File: src/rtl/xaui_link_sequencer.sv
// -----------------------------------------------------------------------------
// xaui_link_sequencer
//
// Purpose:
//   Brings up and supervises N_CH independent XAUI receive channels of four
//   lanes each. Every enabled channel walks RESET -> WAIT_LOCK -> ALIGN ->
//   BOND -> UP. It drops back to RESET on a timeout, on a fault while UP, or
//   on a resync request. Channels whose ENABLE bit is clear stay in DISABLED
//   with every output held at 0.
//
// Ports:
//   xaui_clk           in   1          sole clock, rising edge
//   reset              in   1          synchronous, active-high reset
//   resync             in   N_CH       per-channel restart request
//   mgt_rxlock         in   4*N_CH     per-lane CDR lock (channel i: [4i+3:4i])
//   mgt_rxsyncok       in   4*N_CH     per-lane comma alignment achieved
//   mgt_rxbufferr      in   4*N_CH     per-lane elastic buffer error
//   mgt_rx_rst         out  N_CH       per-channel rx reset
//   mgt_rxencommaalign out  4*N_CH     per-lane comma-align enable
//   mgt_rxenchansync   out  N_CH       per-channel channel-bonding enable
//   link_up            out  N_CH       per-channel link operational
//   link_state         out  3*N_CH     per-channel state code
//   err_count          out  CNT_W*N_CH faults that dropped the link from UP
//   retry_count        out  CNT_W*N_CH WAIT_LOCK / ALIGN timeouts
// -----------------------------------------------------------------------------
module xaui_link_sequencer #(
  parameter int unsigned       N_CH         = 8,
  parameter logic [N_CH-1:0]   ENABLE       = 8'h30,
  parameter int unsigned       RST_CYCLES   = 16,
  parameter int unsigned       LOCK_TIMEOUT = 1024,
  parameter int unsigned       SYNC_TIMEOUT = 4096,
  parameter int unsigned       BOND_CYCLES  = 64,
  parameter int unsigned       CNT_W        = 8
) (
  input  logic                  xaui_clk,
  input  logic                  reset,
  input  logic [N_CH-1:0]       resync,
  input  logic [4*N_CH-1:0]     mgt_rxlock,
  input  logic [4*N_CH-1:0]     mgt_rxsyncok,
  input  logic [4*N_CH-1:0]     mgt_rxbufferr,
  output logic [N_CH-1:0]       mgt_rx_rst,
  output logic [4*N_CH-1:0]     mgt_rxencommaalign,
  output logic [N_CH-1:0]       mgt_rxenchansync,
  output logic [N_CH-1:0]       link_up,
  output logic [3*N_CH-1:0]     link_state,
  output logic [CNT_W*N_CH-1:0] err_count,
  output logic [CNT_W*N_CH-1:0] retry_count
);

  typedef enum logic [2:0] {
    ST_DISABLED  = 3'd0,
    ST_RESET     = 3'd1,
    ST_WAIT_LOCK = 3'd2,
    ST_ALIGN     = 3'd3,
    ST_BOND      = 3'd4,
    ST_UP        = 3'd5
  } state_e;

  // One shared timer per channel must hold the longest phase duration.
  localparam int unsigned T_MAX_A = (RST_CYCLES > BOND_CYCLES) ? RST_CYCLES : BOND_CYCLES;
  localparam int unsigned T_MAX_B = (LOCK_TIMEOUT > SYNC_TIMEOUT) ? LOCK_TIMEOUT : SYNC_TIMEOUT;
  localparam int unsigned T_MAX   = (T_MAX_A > T_MAX_B) ? T_MAX_A : T_MAX_B;
  localparam int unsigned TMR_W   = $clog2(T_MAX + 1);

  // Timer value seen in the last cycle of each phase.
  localparam logic [TMR_W-1:0] RST_LAST  = TMR_W'(RST_CYCLES - 1);
  localparam logic [TMR_W-1:0] LOCK_LAST = TMR_W'(LOCK_TIMEOUT - 1);
  localparam logic [TMR_W-1:0] SYNC_LAST = TMR_W'(SYNC_TIMEOUT - 1);
  localparam logic [TMR_W-1:0] BOND_LAST = TMR_W'(BOND_CYCLES - 1);

  localparam logic [CNT_W-1:0] CNT_MAX = '1;

  for (genvar ch = 0; ch < N_CH; ch++) begin : g_ch
    localparam bit CH_EN = ENABLE[ch];

    state_e           state_q, state_d;
    logic [TMR_W-1:0] timer_q, timer_d;
    logic [CNT_W-1:0] err_q, err_d;
    logic [CNT_W-1:0] retry_q, retry_d;
    logic             rx_rst_q, rx_rst_d;
    logic             align_q, align_d;
    logic             chansync_q, chansync_d;
    logic             up_q, up_d;
    logic             lock_all, sync_all, buf_any, lane_ok;

    // Next-state logic. Every transition clears the timer, and so does a
    // resync that re-enters RESET from RESET. In UP a fault takes priority over
    // resync so that a coincident pair still counts as one error.
    always_comb begin
      lock_all = &mgt_rxlock[4*ch +: 4];
      sync_all = &mgt_rxsyncok[4*ch +: 4];
      buf_any  = |mgt_rxbufferr[4*ch +: 4];
      lane_ok  = lock_all & sync_all & ~buf_any;

      state_d = state_q;
      timer_d = timer_q;
      err_d   = err_q;
      retry_d = retry_q;

      if (!CH_EN) begin
        state_d = ST_DISABLED;
        timer_d = '0;
        err_d   = '0;
        retry_d = '0;
      end else begin
        case (state_q)
          ST_RESET: begin
            if (resync[ch]) begin
              timer_d = '0;
            end else if (timer_q == RST_LAST) begin
              state_d = ST_WAIT_LOCK;
              timer_d = '0;
            end else begin
              timer_d = timer_q + 1'b1;
            end
          end
          ST_WAIT_LOCK: begin
            if (resync[ch]) begin
              state_d = ST_RESET;
              timer_d = '0;
            end else if (lock_all) begin
              state_d = ST_ALIGN;
              timer_d = '0;
            end else if (timer_q == LOCK_LAST) begin
              state_d = ST_RESET;
              timer_d = '0;
              retry_d = (retry_q == CNT_MAX) ? retry_q : retry_q + 1'b1;
            end else begin
              timer_d = timer_q + 1'b1;
            end
          end
          ST_ALIGN: begin
            if (resync[ch]) begin
              state_d = ST_RESET;
              timer_d = '0;
            end else if (sync_all) begin
              state_d = ST_BOND;
              timer_d = '0;
            end else if (timer_q == SYNC_LAST) begin
              state_d = ST_RESET;
              timer_d = '0;
              retry_d = (retry_q == CNT_MAX) ? retry_q : retry_q + 1'b1;
            end else begin
              timer_d = timer_q + 1'b1;
            end
          end
          ST_BOND: begin
            // The timer counts consecutive clean cycles; any dirty cycle
            // starts the count again.
            if (resync[ch]) begin
              state_d = ST_RESET;
              timer_d = '0;
            end else if (!lane_ok) begin
              timer_d = '0;
            end else if (timer_q == BOND_LAST) begin
              state_d = ST_UP;
              timer_d = '0;
            end else begin
              timer_d = timer_q + 1'b1;
            end
          end
          ST_UP: begin
            if (!lane_ok) begin
              state_d = ST_RESET;
              timer_d = '0;
              err_d   = (err_q == CNT_MAX) ? err_q : err_q + 1'b1;
            end else if (resync[ch]) begin
              state_d = ST_RESET;
              timer_d = '0;
            end
          end
          default: begin
            // DISABLED or an unused code on an enabled channel: restart.
            state_d = ST_RESET;
            timer_d = '0;
          end
        endcase
      end

      rx_rst_d   = (state_d == ST_RESET);
      align_d    = (state_d == ST_ALIGN);
      chansync_d = (state_d == ST_BOND) || (state_d == ST_UP);
      up_d       = (state_d == ST_UP);
    end

    // State, timer, counters and output flops. Output flops are loaded from
    // the decode of the next state so they line up with state_q.
    always_ff @(posedge xaui_clk) begin
      if (reset) begin
        state_q    <= CH_EN ? ST_RESET : ST_DISABLED;
        timer_q    <= '0;
        err_q      <= '0;
        retry_q    <= '0;
        rx_rst_q   <= CH_EN;
        align_q    <= 1'b0;
        chansync_q <= 1'b0;
        up_q       <= 1'b0;
      end else begin
        state_q    <= state_d;
        timer_q    <= timer_d;
        err_q      <= err_d;
        retry_q    <= retry_d;
        rx_rst_q   <= rx_rst_d;
        align_q    <= align_d;
        chansync_q <= chansync_d;
        up_q       <= up_d;
      end
    end

    assign mgt_rx_rst[ch]                  = rx_rst_q;
    assign mgt_rxencommaalign[4*ch +: 4]   = {4{align_q}};
    assign mgt_rxenchansync[ch]            = chansync_q;
    assign link_up[ch]                     = up_q;
    assign link_state[3*ch +: 3]           = state_q;
    assign err_count[CNT_W*ch +: CNT_W]    = err_q;
    assign retry_count[CNT_W*ch +: CNT_W]  = retry_q;
  end

endmodule

File: config.mk
export PLATFORM = sky130hd
export DESIGN_NAME = xaui_link_sequencer
export DESIGN_NICKNAME = d
export VERILOG_FILES = /design/src/rtl/xaui_link_sequencer.sv
export SDC_FILE = /design/constraint.sdc
export NUM_CORES = 1
export LEC_CHECK = 0
export ABC_CLOCK_PERIOD_IN_PS = 7170
export CAP_MARGIN = 15
export CORE_MARGIN = 8
export CORE_UTILIZATION = 41
export CTS_CLUSTER_SIZE = 24
export DETAILED_ROUTE_END_ITERATION = 6
export HOLD_SLACK_MARGIN = 0.08
export PLACE_DENSITY = 0.88
export SLEW_MARGIN = 20
export SYNTH_ARGS = -nofsm -noshare
export SYNTH_HDL_FRONTEND = slang
export SYNTH_SLANG_ARGS = --single-unit
File: constraint.sdc
create_clock -name xaui_clk -period 7.17 [get_ports xaui_clk]
set_input_delay 1.434 -clock xaui_clk [delete_from_list [all_inputs] [get_ports xaui_clk]]
set_output_delay 1.434 -clock xaui_clk [all_outputs]
set_load 0.02 [all_outputs]
==> impl_results.md <==
* Syn avg cell area at 7.78 sq um
* Row cnt at 40
* Worst Skew at 6.58 ps
* Vias per cell at 4.66
* Die Wd at 127 um
* Asr flop ratio synth at 0%
* Rel. slew slack at 32.6%
* P per Cell Area at 170 nW/um^2
* GR Util met3 at 5.57%
* Setup CP Type: input pin to register
* Register area share after synthesis at 28.3%
* Final WL at 11600 um
* Largest net degree at the start of global routing at 60
* RR Endpoint: g_ch[4].retry_q[7]
* GRT Util Overall at 13.4%
* Root buffer cell: clkbuf_16
* CP Capture Type: register
* Diode count at 0
* Maximum VDD drop at 0.0768 mV
* Worst hold path type: register to register
* Vias in the first global route at 3850
* GRT busiest layer: met2
* Crit path DAT at 3990 ps
* I/O pin count at 314
* Met1 usage at 14.0%
* Grt ovf at 0
* Via count at 4137
* Detailed Route Iter0 Violations at 271
* GPL Wtd Cong at 0.853
* Drc violations at 0
* First-pass GRT wire length at 18300 um
* NumNets Final at 826
* CP endpoint: g_ch[5].timer_q[6]
* Clk sink count at 72
* DP HPWL at 9040 um
* Syn-to-layout area delta at 11.3%
* Tot Pwr at 0.964 mW
* Fmax at 265 MHz
* H-tree level count at 3
* Fin. Hold Viols at 0
* Post-synth cell types at 56
* Initial antenna violation count at 0
* Synth Cell Area at 5090 sq um
* Share of layout cells above drive strength 1 at 4.45%
* Drt pass-1 iters at 4
* Initial Utilization at 42.2%
* Final Max Slew Viols at 0
* Reg2reg setup slack at 4430 ps
* Outcome: finished clean
* Number of register bits inferred by synthesis at 72
* CTS tree: done
* Worst-margin pin slew at 1000 ps
* Hold depth at 2
* Worst-skew pair later-pin latency at 340 ps
* Setup TNS at 0 ps
* Antenna Nets Post-Route at 0
* Worst R2R Path Depth at 7
* Synth warn at 0
* Die height at 127 um
* Synth Instances at 654
* Setup violations, final at 0
* Max-Cap Viols at 0
* # port buffers at 79
* CP Launch Point: mgt_rxbufferr[21]
* RSZ-0062 raised after global routing: false
* EDFF count, synth at 0
* Core Footprint at 12100 sq um
* Postcts setup bufs at 0
* WP data required at 7390 ps
* Routed len/inst at 13.0 um
* Primary FF master, synth: dfxtp_1
* Crit path max fanout at 18
* Hold_buf cts at 0
* CTS clk-pin slew, worst paths at 60 ps
* Met2 Resource Use GR at 24.1%
* TritonCTS buffer count at 9
* Final period util at 52.6%
* Maximum clock path buffer count at 2
* DIE AREA at 16200 sq um
* Leak pwr at 2.30 nW
* Post-CTS Resized at 0
* Reg2reg start: g_ch[4].timer_q[0]
* Worst setup SP type: input pin
* Min cycle time layout at 3770 ps
## cells by family (layout without fill, tap and decap cells)
family | count (synthesis) | count (layout) | share of synthesized area [%]
flops | 72 | 72 | 28.3
mux | 9 | 9 | 1.84
fa+ha+maj | 6 | 6 | 1.47
xor+xnor | 24 | 24 | 4.13
other cells | 1 | 156 | 0.0737
simple gates | 273 | 273 | 27.7
buf+inv | 197 | 107 | 27.2
compound gates | 72 | 72 | 9.29
## worst max-delay path, stage by stage
cell and delay [ps]:
clkdlybuf4s50_1 390, or4_1 560, or3_4 440, nor3_2 780, nor4_1 120, o21ai_1 170, a21oi_1 80
## cell type report
cell class                      instances  area [sq um]
Inverter                                8          30.0
Multi-Input combinational cell        540          2850
Sequential cell                        72          1440
Clock buffer                            9           225
Fill cell                            1186          6400
Timing Repair Buffer                   83           828
Tap cell                              168           210
Clock inverter                          7          77.6
## worst min-delay path by stage
stage | start | to | slack, ps
6_report | g_ch[5].timer_q[12] | g_ch[5].timer_q[12] | 500
5_1_grt | g_ch[5].timer_q[12] | g_ch[5].timer_q[12] | 530
4_1_cts | g_ch[5].timer_q[12] | g_ch[5].timer_q[12] | 500
3_5_place_dp | g_ch[5].timer_q[12] | g_ch[5].timer_q[12] | 490
3_3_place_gp | g_ch[5].timer_q[12] | g_ch[5].timer_q[12] | 480
2_1_floorplan | g_ch[5].timer_q[12] | g_ch[5].timer_q[12] | 460
## power breakdown
| group | internal [mW] | switching [mW] |
|---|---|---|
| Sequential | 0.401 | 0.00112 |
| Combinational | 0.0187 | 0.0913 |
| Clock | 0.273 | 0.179 |
| Total | 0.693 | 0.272 |
## per-layer routing
metal  wire [um]  share of wire [%]
met5           0                  0
met3        1110                9.6
met1        4540                 39
met4         102               0.88
met2        5800                 50
## synthesized netlist by cell type (2+ instances only)
| cell type | n | area share [%] |
|---|---|---|
| buf_4 | 171 | 25 |
| dfxtp_1 | 72 | 28 |
| nor2_1 | 72 | 5.3 |
| nand2_1 | 57 | 4.2 |
| nand3_1 | 26 | 2.6 |
| nand4_1 | 21 | 2.6 |
| a21oi_1 | 17 | 1.7 |
| clkbuf_1 | 16 | 1.2 |
| and3_1 | 15 | 1.8 |
| o21ai_0 | 15 | 1.5 |
| nor3_1 | 14 | 1.4 |
| xor2_1 | 13 | 2.2 |
| a31oi_1 | 12 | 1.5 |
| xnor2_1 | 11 | 1.9 |
| nand3b_1 | 10 | 1.5 |
| inv_1 | 8 | 0.59 |
| nand2b_1 | 8 | 0.98 |
| nor2b_1 | 7 | 0.86 |
| and2_1 | 6 | 0.74 |
| ha_1 | 6 | 1.5 |
| mux2i_1 | 6 | 1.2 |
| nor4b_1 | 6 | 1.0 |
| or4_1 | 6 | 0.88 |
| nor4_1 | 5 | 0.61 |
| or3_1 | 5 | 0.61 |
| a32oi_1 | 4 | 0.69 |
| a211o_1 | 3 | 0.52 |
| and4_1 | 3 | 0.52 |
| mux2_2 | 3 | 0.66 |
| nor3b_1 | 3 | 0.44 |
| a211oi_1 | 2 | 0.29 |
| a21boi_0 | 2 | 0.29 |
| a311oi_1 | 2 | 0.34 |
| buf_2 | 2 | 0.20 |
| nand4bb_1 | 2 | 0.44 |
| o21ai_1 | 2 | 0.20 |
| or2_2 | 2 | 0.25 |
## state kept, by name (all words and copies together), names as in the netlist
signal and flops:
g_ch.timer_q 26, g_ch.err_q 16, g_ch.retry_q 16, g_ch.state_q 6, g_ch.align_q 2, g_ch.chansync_q 2, g_ch.rx_rst_q 2, g_ch.up_q 2
## metrics by stage
stage / cells / instance area (sq um) / hold slack [ps] / worst slack (ps) / utilization (%)
after floorplan: 809 / 5670 / 463 / 3690 / -
after CTS: 886 / 5640 / 502 / 3320 / 46.8
final: 887 / 5670 / 496 / 3400 / 47.0
after global routing: 887 / 5670 / 525 / 3140 / 47.0
after detailed placement: 870 / 5340 / 491 / 2960 / 44.2
after global placement: 870 / 5340 / 481 / 3050 / 44.2
## layout by cell type, fill, tap and decap left out, types with 2 or more instances in the layout
cell type	netlist	final
a211o_1	3	3
a211oi_1	2	2
a21boi_0	2	2
a21oi_1	17	17
a31oi_1	12	12
a32oi_1	4	4
and2_1	6	6
and3_1	15	15
and4_1	3	3
buf_4	171	3
clkbuf_16	0	9
clkdlybuf4s50_1	0	78
conb_1	1	156
dfxtp_1	72	72
ha_1	6	6
inv_1	8	8
inv_6	0	3
mux2_2	3	3
mux2i_1	6	6
nand2_1	57	57
nand2b_1	8	8
nand3_1	26	26
nand3b_1	10	10
nand4_1	21	21
nand4bb_1	2	2
nor2_1	72	72
nor2b_1	7	7
nor3_1	14	14
nor3b_1	3	3
nor4_1	5	5
nor4b_1	6	6
o21ai_0	15	15
o21ai_1	2	2
or2_2	2	2
or3_1	5	5
or4_1	6	6
xnor2_1	11	11
xor2_1	13	13
Power figures use the tool's default switching activity.
